**src/rtl/pipeline_muldiv.sv**
```systemverilog
// Iterative radix-2 mult/multu/div/divu side unit with HI/LO registers.
// Optional MULDIV_EARLY_OUT_EN: multiply exits RUN once the multiplier is exhausted.
module pipeline_muldiv #(
   parameter int WIDTH = 32,
   parameter int CNT_W = $clog2(WIDTH) + 1
) (
   input  logic             clock,
   input  logic             reset,
   input  logic             start,
   input  logic [1:0]       op,
   input  logic [WIDTH-1:0] a,
   input  logic [WIDTH-1:0] b,
   input  logic             flush,
   input  logic             hi_we,
   input  logic             lo_we,
   input  logic [WIDTH-1:0] wdata,
   output logic             busy,
   output logic             done,
   output logic             div_by_zero,
   output logic [WIDTH-1:0] hi,
   output logic [WIDTH-1:0] lo
);

   typedef enum logic [1:0] {IDLE, RUN, FIX, DONE} state_t;

   state_t             state_q, state_d;
   logic [CNT_W-1:0]   cnt_q;
   logic [2*WIDTH-1:0] acc_q;
   logic [WIDTH-1:0]   m_q;
   logic               is_div_q, neg_q, rneg_q, dbz_q;
   logic [WIDTH-1:0]   hi_q, lo_q;

   logic               sgn, a_neg, b_neg, launch, early;
   logic [WIDTH-1:0]   a_mag, b_mag;
   logic [WIDTH:0]     msum, dtop, ddiff;
   logic [2*WIDTH-1:0] mul_nxt, div_nxt, acc_al, prod;
   logic [WIDTH-1:0]   q_fix, r_fix;

   always_comb begin
      sgn    = ~op[0];
      a_neg  = sgn & a[WIDTH-1];
      b_neg  = sgn & b[WIDTH-1];
      a_mag  = a_neg ? -a : a;
      b_mag  = b_neg ? -b : b;
      launch = (state_q == IDLE) & start & ~flush;
   end

   // Multiply: shift-add, low half holds the unconsumed multiplier bits.
   always_comb begin
      msum    = {1'b0, acc_q[2*WIDTH-1:WIDTH]}
              + {1'b0, acc_q[0] ? m_q : {WIDTH{1'b0}}};
      mul_nxt = {msum, acc_q[WIDTH-1:1]};
   end

   // Divide: restoring, remainder in the high half, quotient shifts in low.
   always_comb begin
      dtop    = acc_q[2*WIDTH-1:WIDTH-1];
      ddiff   = dtop - {1'b0, m_q};
      div_nxt = ddiff[WIDTH]
              ? {dtop[WIDTH-1:0], acc_q[WIDTH-2:0], 1'b0}
              : {ddiff[WIDTH-1:0], acc_q[WIDTH-2:0], 1'b1};
   end

`ifdef MULDIV_EARLY_OUT_EN
   logic [WIDTH-1:0] mask;
   always_comb begin
      mask   = ~({WIDTH{1'b1}} << cnt_q);
      early  = ~is_div_q & ((acc_q[WIDTH-1:0] & mask) == '0);
      acc_al = acc_q >> cnt_q;
   end
`else
   always_comb begin
      early  = 1'b0;
      acc_al = acc_q;
   end
`endif

   always_comb begin
      prod  = neg_q ? -acc_al : acc_al;
      q_fix = (neg_q & ~dbz_q) ? -acc_q[WIDTH-1:0] : acc_q[WIDTH-1:0];
      r_fix = rneg_q ? -acc_q[2*WIDTH-1:WIDTH] : acc_q[2*WIDTH-1:WIDTH];
   end

   always_comb begin
      state_d = state_q;
      case (state_q)
         IDLE: if (launch) state_d = RUN;
         RUN: begin
            if (flush)                      state_d = IDLE;
            else if (early || cnt_q == 1)   state_d = FIX;
         end
         FIX:  state_d = flush ? IDLE : DONE;
         DONE: state_d = IDLE;
         default: state_d = IDLE;
      endcase
   end

   always_ff @(posedge clock or negedge reset) begin
      if (!reset) begin
         state_q  <= IDLE;
         cnt_q    <= '0;
         acc_q    <= '0;
         m_q      <= '0;
         is_div_q <= 1'b0;
         neg_q    <= 1'b0;
         rneg_q   <= 1'b0;
         dbz_q    <= 1'b0;
         hi_q     <= '0;
         lo_q     <= '0;
      end else begin
         state_q <= state_d;
         case (state_q)
            IDLE: begin
               if (launch) begin
                  cnt_q    <= CNT_W'(WIDTH);
                  acc_q    <= {{WIDTH{1'b0}}, op[1] ? a_mag : b_mag};
                  m_q      <= op[1] ? b_mag : a_mag;
                  is_div_q <= op[1];
                  neg_q    <= a_neg ^ b_neg;
                  rneg_q   <= a_neg;
                  dbz_q    <= op[1] & (b == '0);
               end else if (!start) begin
                  if (hi_we) hi_q <= wdata;
                  if (lo_we) lo_q <= wdata;
               end
            end
            RUN: begin
               if (!flush && !early) begin
                  acc_q <= is_div_q ? div_nxt : mul_nxt;
                  cnt_q <= cnt_q - 1'b1;
               end
            end
            FIX: begin
               if (!flush) begin
                  hi_q <= is_div_q ? r_fix : prod[2*WIDTH-1:WIDTH];
                  lo_q <= is_div_q ? q_fix : prod[WIDTH-1:0];
               end
            end
            default: ;
         endcase
      end
   end

   assign busy        = (state_q == RUN) | (state_q == FIX);
   assign done        = (state_q == DONE);
   assign div_by_zero = (state_q == DONE) & dbz_q;
   assign hi          = hi_q;
   assign lo          = lo_q;

endmodule

```
**config.mk**
```make
export PLATFORM = sky130hd
export DESIGN_NAME = pipeline_muldiv
export DESIGN_NICKNAME = d
export VERILOG_FILES = /design/src/rtl/pipeline_muldiv.sv
export SDC_FILE = /design/constraint.sdc
export NUM_CORES = 1
export LEC_CHECK = 0
export ABC_AREA = 0
export CAP_MARGIN = 10
export CELL_PAD_IN_SITES_DETAIL_PLACEMENT = 0
export CELL_PAD_IN_SITES_GLOBAL_PLACEMENT = 1
export CORE_MARGIN = 3
export CORE_UTILIZATION = 30
export CTS_CLUSTER_DIAMETER = 150
export CTS_CLUSTER_SIZE = 10
export DETAILED_ROUTE_END_ITERATION = 16
export PLACE_DENSITY_LB_ADDON = 0.1
export SYNTH_ARGS = -nofsm -noshare
export SYNTH_HDL_FRONTEND = slang
export SYNTH_SLANG_ARGS = --single-unit
```
**constraint.sdc**
```tcl
create_clock -name clock -period 8.1 [get_ports clock]
set_input_delay 1.62 -clock clock [delete_from_list [all_inputs] [get_ports clock]]
set_output_delay 1.62 -clock clock [all_outputs]
set_load 0.02 [all_outputs]
```
==> metrics <==
sequential fraction of the synthesis area 0.281; final setup TNS 0 ns; grt total ovfl 0; dpl hpwl 47.1 mm; hold path depth 2; critical path's slowest cell nor3b_1; # IOs 171; final wirelength 60.4 mm; slowest cell delay on critical path 0.61 ns; Area contributors post-synth dfrtp_1 (28%), o21ai_0 (6.6%), ha_1 (6.0%), a21oi_1 (5.9%), nand2_1 (5.2%); H-tree depth 4; reg2reg end acc_al[33]; first-pass GRT wire length 92.1 mm; die area 0.0538 mm^2; Post-Synthesis Net Count 2147; FFs w/ async S/R, synth 1.00; Final WS setup 3.14 ns; Setup Viol. Count Final 0; CTS Buf Count 17; Crit Reg-Reg Startpoint acc_al[31]; post-synthesis mux area share 0.0586; Setup WS pre-CTS 2.71 ns; crit-path max FO 5; Post-synth EDFFs 0; std cell rows 82; reg2reg path depth 13; top_reg_cell synth dfrtp_1; number of global-route vias before repair 14300; fill cell count 5343; hold_ws 0.477 ns; Initial DRC Count 1058; fin. max-slew vios 0; final non-filler cell area 0.0182 mm^2; crit path kind in2reg; max-cap violations 0; Synth top area share 0.281; Mapped Cells 1967; RSZ-0062 raised after global routing false; commonest non-fill, non-tap cells in the layout nand2_1 (210), nor2_1 (203), o21ai_0 (201); DR DRC count 0; post-CTS setup repair buffer count 0; PwrDens 433 mW/mm^2; flop-to-flop setup slack 3.26 ns; Via-to-Cell Ratio 5.40; outcome complete, no violations; clock slew at reported path FFs 0.08 ns; drt pass-1 iters 5; Non-Filler Instances 2743; nature of the critical path startpoint primary input; hold_sp hi[7]; vias 14800; final antenna-violating net count 0; area grow syn2layout 18.6%; Max Freq 0.202 GHz; largest family of logic cells by synthesized area compound AO/OA/AOI/OAI gates; Min-Delay Path Class reg2reg; CTS tree done; Pleak 7.72 nW; DP Cell Count 2711; cell area after synthesis 0.0153 mm^2; initial antenna violation count 0; worst hold endpoint hi[7]; DP Area 0.0175 mm^2; Final Hold Fails 0; Synth Area in Compound Gates 0.260; flops & latches, synth 172; post-synthesis adder-cell area fraction 0.0630; simple logic cell fraction of the synthesized area 0.193; Port Buffers 170; die width 232 um; clk_lat worst skew 0.46 ns; Max-slew headroom 0.258; worst slew pin tran 1.11 ns; CTS Hold Buffers Added 0; area leader, netlist dfrtp_1; Clock Path Buffers 2; Die Ht 232 um; Final period util 0.612; crit end category register; Cell Chain, Critical Path clkdlybuf4s50_1 -> inv_1 -> ha_1 -> nor3b_1 -> nand4_1 -> nor4_1 -> nand2_1 -> nor4_1 -> a21oi_1 -> xnor2_1 -> mux2i_1 -> a221o_1; Initial Utilization 0.305; Yosys cell types 79; required time worst endpoint 8.45 ns; GRT Util Overall 0.225; share of cells above drive strength 1 0.0594; yosys warns 0; Worst Skew 0.0136 ns; commonest non-fill, non-tap cell in the layout nand2_1; core area 0.0503 mm^2; # clock sinks 172; xor/xnor share of the synthesized area 0.0937; syn avg cell area 7.79 um^2; Max rail drop VDD 0.000181 V; most common cell type on the critical path nor4_1; Tmin final 4.96 ns; Wirelength per Cell 22.0 um; final net count 2238; CP arrival 5.31 ns; CTS Root Cell clkbuf_16; gpl congestion 0.847; number of gates resized after CTS 0; Antenna Cells 0; largest net degree at the start of global routing 132
[state kept, by name (all words and copies together) (netlist names)]
name      cells
rneg_q        1
state_q       2
dbz_q         1
m_q          32
neg_q         1
lo           32
cnt_q         6
acc_al       64
is_div_q      1
hi           32
[Yosys cell counts (8+ instances only)]
master    count
a211oi_1     39
a21o_1       62
a21oi_1     181
a221oi_1      8
a22oi_1      18
a31oi_1      25
and2_1        8
and3_1       21
buf_1        10
buf_2         8
clkbuf_1     92
dfrtp_1     172
ha_1         74
inv_1        72
mux2_2       38
mux2i_1      47
nand2_1     211
nand2b_1     14
nand3_1      22
nand3b_1      9
nand4_1      14
nor2_1      204
nor2b_1      14
nor3_1       35
nor4_1       18
o211ai_1     12
o21a_1       11
o21ai_0     201
o31ai_1      25
o41ai_1       9
or3_1        19
or4_1        11
xnor2_1      83
xor2_1       79
[final cells by class]
| class | count | area (um^2) | share of cell area |
|---|---|---|---|
| repair buffers | 189 | 1850 | 0.102 |
| inverters | 72 | 270 | 0.0149 |
| clock buffers | 18 | 439 | 0.0242 |
| clock inverters | 14 | 180 | 0.00992 |
| well taps | 672 | 841 | 0.0463 |
| flip-flops and latches | 172 | 4310 | 0.237 |
| multi-input cells | 1606 | 10300 | 0.566 |
[how the worst max path moves through the flow]
stage,slack (ns),start,to
after floorplan,4.12,a[0],acc_al[28]
after global placement,2.76,a[0],acc_al[28]
after detailed placement,2.71,a[0],acc_al[28]
after CTS,3.21,a[0],acc_al[28]
after global routing,2.76,a[0],acc_al[28]
final,3.14,a[0],acc_al[28]
[metal layers]
metal | global-route usage | wire length (um)
met2 | 0.348 | 26500
met5 | 0 | 0
met1 | 0.332 | 30400
met4 | 0.0525 | 999
met3 | 0.0276 | 2500
[cells by family (layout without fill, tap and decap cells)]
logic type,after synthesis,after routing
AOI/OAI and AO/OA,649,649
and+or+nand+nor,633,633
buffers and inverters,189,293
DFF,172,172
xor gates and xnor gates,163,163
muxes,85,85
adders and majority gates,76,76
[critical path, delay by kind of cell]
family / cells / cell delay, ns
fa+ha+maj: 1 / 0.16
mux: 1 / 0.12
xor+xnor: 1 / 0.25
simple gates: 5 / 2.06
buf+inv: 2 / 0.57
compound gates: 2 / 0.52
[report_power, final]
group / internal, mW / leakage (nW) / total (mW) / switching [mW]
logic: 2.06 / 5.29 / 5.08 / 3.02
registers: 1.26 / 2.12 / 1.88 / 0.619
clock network: 0.501 / 0.309 / 0.909 / 0.408
total: 3.81 / 7.72 / 7.86 / 4.05
[metrics by stage]
stage	power, mW	utilization
global route	8.51	0.361
floorplan	5.22	-
finish	7.86	0.361
CTS	7.88	0.361
global placement	6.93	0.349
detailed placement	6.95	0.349
Power figures use the tool's default switching activity.
==> variant 1 (same settings) <==
Reset style: synchronous (`reset`), changed in one clocked block.
--- a/src/rtl/pipeline_muldiv.sv
+++ b/src/rtl/pipeline_muldiv.sv
@@ -95,7 +95,7 @@
       endcase
    end
 
-   always_ff @(posedge clock or negedge reset) begin
+   always_ff @(posedge clock) begin
       if (!reset) begin
          state_q  <= IDLE;
          cnt_q    <= '0;
Function: differs if reset is asserted again (counterexample within 4 cycles, from zero or initial values and one cycle with reset low); with reset held inactive, the same outputs for 4 cycles.
==> variant 1 against the original RTL <==
Final area decreased by 6.0%; area after synthesis shrank 6.5%; die area fell by 6.3%; routed wire length fell by 3.1%; sequential cell count unchanged; cell count fell by 2.9%; worst setup slack better by 0.37 ns; highest routed layer unchanged; clock skew grew 0.0011 ns.
Power is not compared: it rests on default switching activity, and its combinational part moved more than twofold at a synthesized area within 25%.
==> variant 1: results <==
synth:
  ys_top_cells_by_area: "dfxtp_1, a21oi_1, nor2_1"
  synth_common_cells: "nor2_1, a21oi_1, dfxtp_1, nand2_1, o21ai_0"
  yosysSeqAreaShare_pct: 24.0
  syn-num-nets: 2134
  synthArstFlopShare_pct: 0
  synth.distinct_cells: 73
min_path:
  worstHoldStart: "m_q[15]"
  min_to: "m_q[15]"
  hold_depth: 2
  hp-class: "reg2reg"
timing:
  tightest_slew_ns: 1.22
  fin_worst_skew_ns: 0.0147
  setup_violations: 0
clock_tree:
  path_clk_slew_ns: 0.07
  clockBufferDepth: 2
  clockRootBuffer: "clkbuf_16"
  post-cts-setup-buffer-count: 0
  cts_made_buffers: 17
  clk_latency_ns: 0.46
floorplan:
  dieArea_sq_um: 50400
worst_setup_path:
  crit_path_max_fanout: 37
  r2r_slack_ns: 3.51
  cp_slowest_stage_delay_ns: 0.53
  r2r_start: "acc_al[32]"
  worstPathArrival_ns: 4.93
  reg2reg_depth: 14
  cp_slowest_cell: "buf_4"
  worstReg2RegEnd: "acc_al[56]"
global_routing:
  grt_pass1_wl_microns: 87000
  use_met3_pct: 3.21
  grt_use_met1_pct: 33.5
  grt_max_degree: 78
  antenna_found_initial: 0
  grt_usage_pct: 22.6
  grt_util_met2_pct: 33.8
  grt_pass1_vias: 13600
detailed_routing:
  drt-initial-drc-count: 1024
  drt-pass1-iter-count: 5
  avgViaCountPerCell: 5.46
  drt-total-wl_microns: 58500
power:
  vdd_drop_max_uv: 168
  power.leakage_nw: 6.41
placement:
  post_dp_cell_area_sq_um: 16500
  dp_hpwl_microns: 46000
  gp_congestion: 0.866
outcome:
  status: "completed"
cells_and_area:
  largest_register_ffs: 64
  nets: 2224
  num-fill-cells: 5027
  antennaDiodeCount: 0
  final_layout_size_suffix_gt1_share_pct: 5.20
  regArea_sq_um: 3440
variant 1: how the worst max path moves through the flow:
stage / from / end / slack (ns) / cells after the start
finish: acc_al[32] / acc_al[56] / 3.51 / 14
global route: acc_al[0] / acc_al[60] / 3.08 / 14
CTS: acc_al[32] / acc_al[56] / 3.52 / 14
detailed placement: b[9] / acc_al[24] / 3.09 / 10
global placement: b[9] / acc_al[24] / 3.12 / 10
floorplan: b[9] / acc_al[24] / 3.89 / 10
variant 1: cell type report:
cell class	count	area share, %
multi-input combinational	1591	59.6
sequential	172	20.2
timing repair buffer	191	10.8
tap	607	4.45
clock buffer	21	2.75
inverter	71	1.56
clock inverter	11	0.623
variant 1: metrics by stage:
stage	worst slack, ns	total power, W	std cells	hold WS, ns
CTS	3.52	0.00298	2664	0.457
global route	3.08	0.00311	2664	0.471
finish	3.51	0.00296	2664	0.453
floorplan	3.89	0.00170	1954	0.432
global placement	3.12	0.00212	2632	0.441
detailed placement	3.09	0.00213	2632	0.447
variant 1: power breakdown:
part	internal, W	switching (W)	total, W
combinational	0.000426	0.000660	0.00109
clock	0.000452	0.000392	0.000844
sequential	0.000934	0.0000942	0.00103
variant 1: critical path, delay by kind of cell, from the launching register on:
kind / cells / cell delay, ns
fa+ha+maj: 1 / 0.44
flops: 1 / 0.48
xor+xnor: 1 / 0.25
mux: 1 / 0.25
buf+inv: 2 / 0.73
simple gates: 2 / 0.27
compound gates: 7 / 2.04
variant 1: cells by family after synthesis:
| kind of cell | share of synthesized area [%] |
|---|---|
| AO/OA/AOI/OAI | 29.5 |
| XOR/XNOR | 10.7 |
| adder cells (fa/ha/maj) | 6.74 |
| buffers and inverters | 5.13 |
| flip-flops | 24.0 |
| multiplexers | 4.69 |
| AND/OR/NAND/NOR | 19.2 |
variant 1: per-layer routing:
layer	vias to the layer above	wire length, microns	part of all wire (%)
li1	7253	-	-
met2	385	24900	43
met3	55	2730	4.7
met4	0	1490	2.5
met5	-	0	0
met1	6864	29400	50
==> variant 2 (config.mk and constraints unchanged) <==
Made on the original files. Build with the macro `MULDIV_EARLY_OUT_EN` defined.
--- a/src/rtl/pipeline_muldiv.sv
+++ b/src/rtl/pipeline_muldiv.sv
@@ -1,5 +1,7 @@
 // Iterative radix-2 mult/multu/div/divu side unit with HI/LO registers.
 // Optional MULDIV_EARLY_OUT_EN: multiply exits RUN once the multiplier is exhausted.
+`define MULDIV_EARLY_OUT_EN
+
 module pipeline_muldiv #(
    parameter int WIDTH = 32,
    parameter int CNT_W = $clog2(WIDTH) + 1
Formal check against the unedited RTL: not equivalent (a bounded check fails within 4 cycles, from zero or initial values and one cycle with reset low).
==> variant 2 against the original RTL <==
Sequential cell count unchanged; routed wire length up 100%; worst setup slack worse by 1.0 ns; synthesized cell count up 56%; final area up 48%; first-iteration DRC count up 130%; global-route usage up 6.2 points; sequential power up 16%; total power up 58%; area after synthesis up 55%; highest routed layer is now met5.
==> variant 2: results <==
global_routing:
  antenna_found_initial: 2
  grt_max_degree: 98
  grt_pass1_wl_microns: 174000
  grt_pass1_vias: 23800
  use_met3_pct: 4.84
cells_and_area:
  nets: 3240
  final_layout_size_suffix_gt1_share_pct: 10.8
  num-fill-cells: 8320
power:
  pg_comb_w: 0.00936
  switching_share_pct: 58.4
  powerSeq_w: 0.00218
min_path:
  min_to: "m_q[12]"
  hold_depth: 1
clock_tree:
  clk_latency_ns: 0.52
synth:
  yosysSeqAreaShare_pct: 18.1
  ys_top_cells_by_area: "dfrtp_1, mux4_2, o21ai_0"
  syn-num-nets: 3255
  synth.distinct_cells: 92
  synth_common_cells: "nand2_1, nor2_1, o21ai_0, a21oi_1, clkbuf_1"
  avgSynthCellArea_sq_um: 7.74
worst_setup_path:
  worstReg2RegEnd: "hi[20]"
  crit_path_max_fanout: 50
  endpoint: "hi[20]"
detailed_routing:
  met2_length_microns: 57200
  top_layer_used: "met5"
  wl_per_cell_microns: 29.5
  avgViaCountPerCell: 6.07
  wl_met3_microns: 7750
  wl_met1_microns: 51400
placement:
  dp_hpwl_microns: 94900
timing:
  fin_worst_skew_ns: 0.0272
outcome:
  status: "completed"
-- variant 2: worst reg2reg max path: stages, from the launching register on --
cell       delay, ns
dfrtp_4         0.91
buf_4           0.59
mux2_2          0.42
mux4_2          0.50
a22o_1          0.19
or3_1           0.42
nand4b_1        0.33
nor4_4          0.83
nand4_4         0.44
nor4_2          0.59
a2111oi_0       0.20
o31ai_1         0.30
a31oi_1         0.12
-- variant 2: cell type report --
| class | instances | area (sq um) | area share (%) |
|---|---|---|---|
| antenna | 1 | 2.50 | 0.00933 |
| clock buffer | 19 | 453 | 1.69 |
| clock inverter | 13 | 139 | 0.518 |
| inverter | 82 | 308 | 1.15 |
| multi-input combinational | 2541 | 18000 | 67.2 |
| sequential | 172 | 4320 | 16.1 |
| tap | 1040 | 1300 | 4.85 |
| timing repair buffer | 241 | 2270 | 8.47 |
-- variant 2: cell families after synthesis --
family          synth area share (%)
flops                           18.1
fa+ha+maj                       4.33
mux                             16.9
compound gates                  27.3
buf+inv                         6.22
xor+xnor                        7.85
simple gates                    19.4
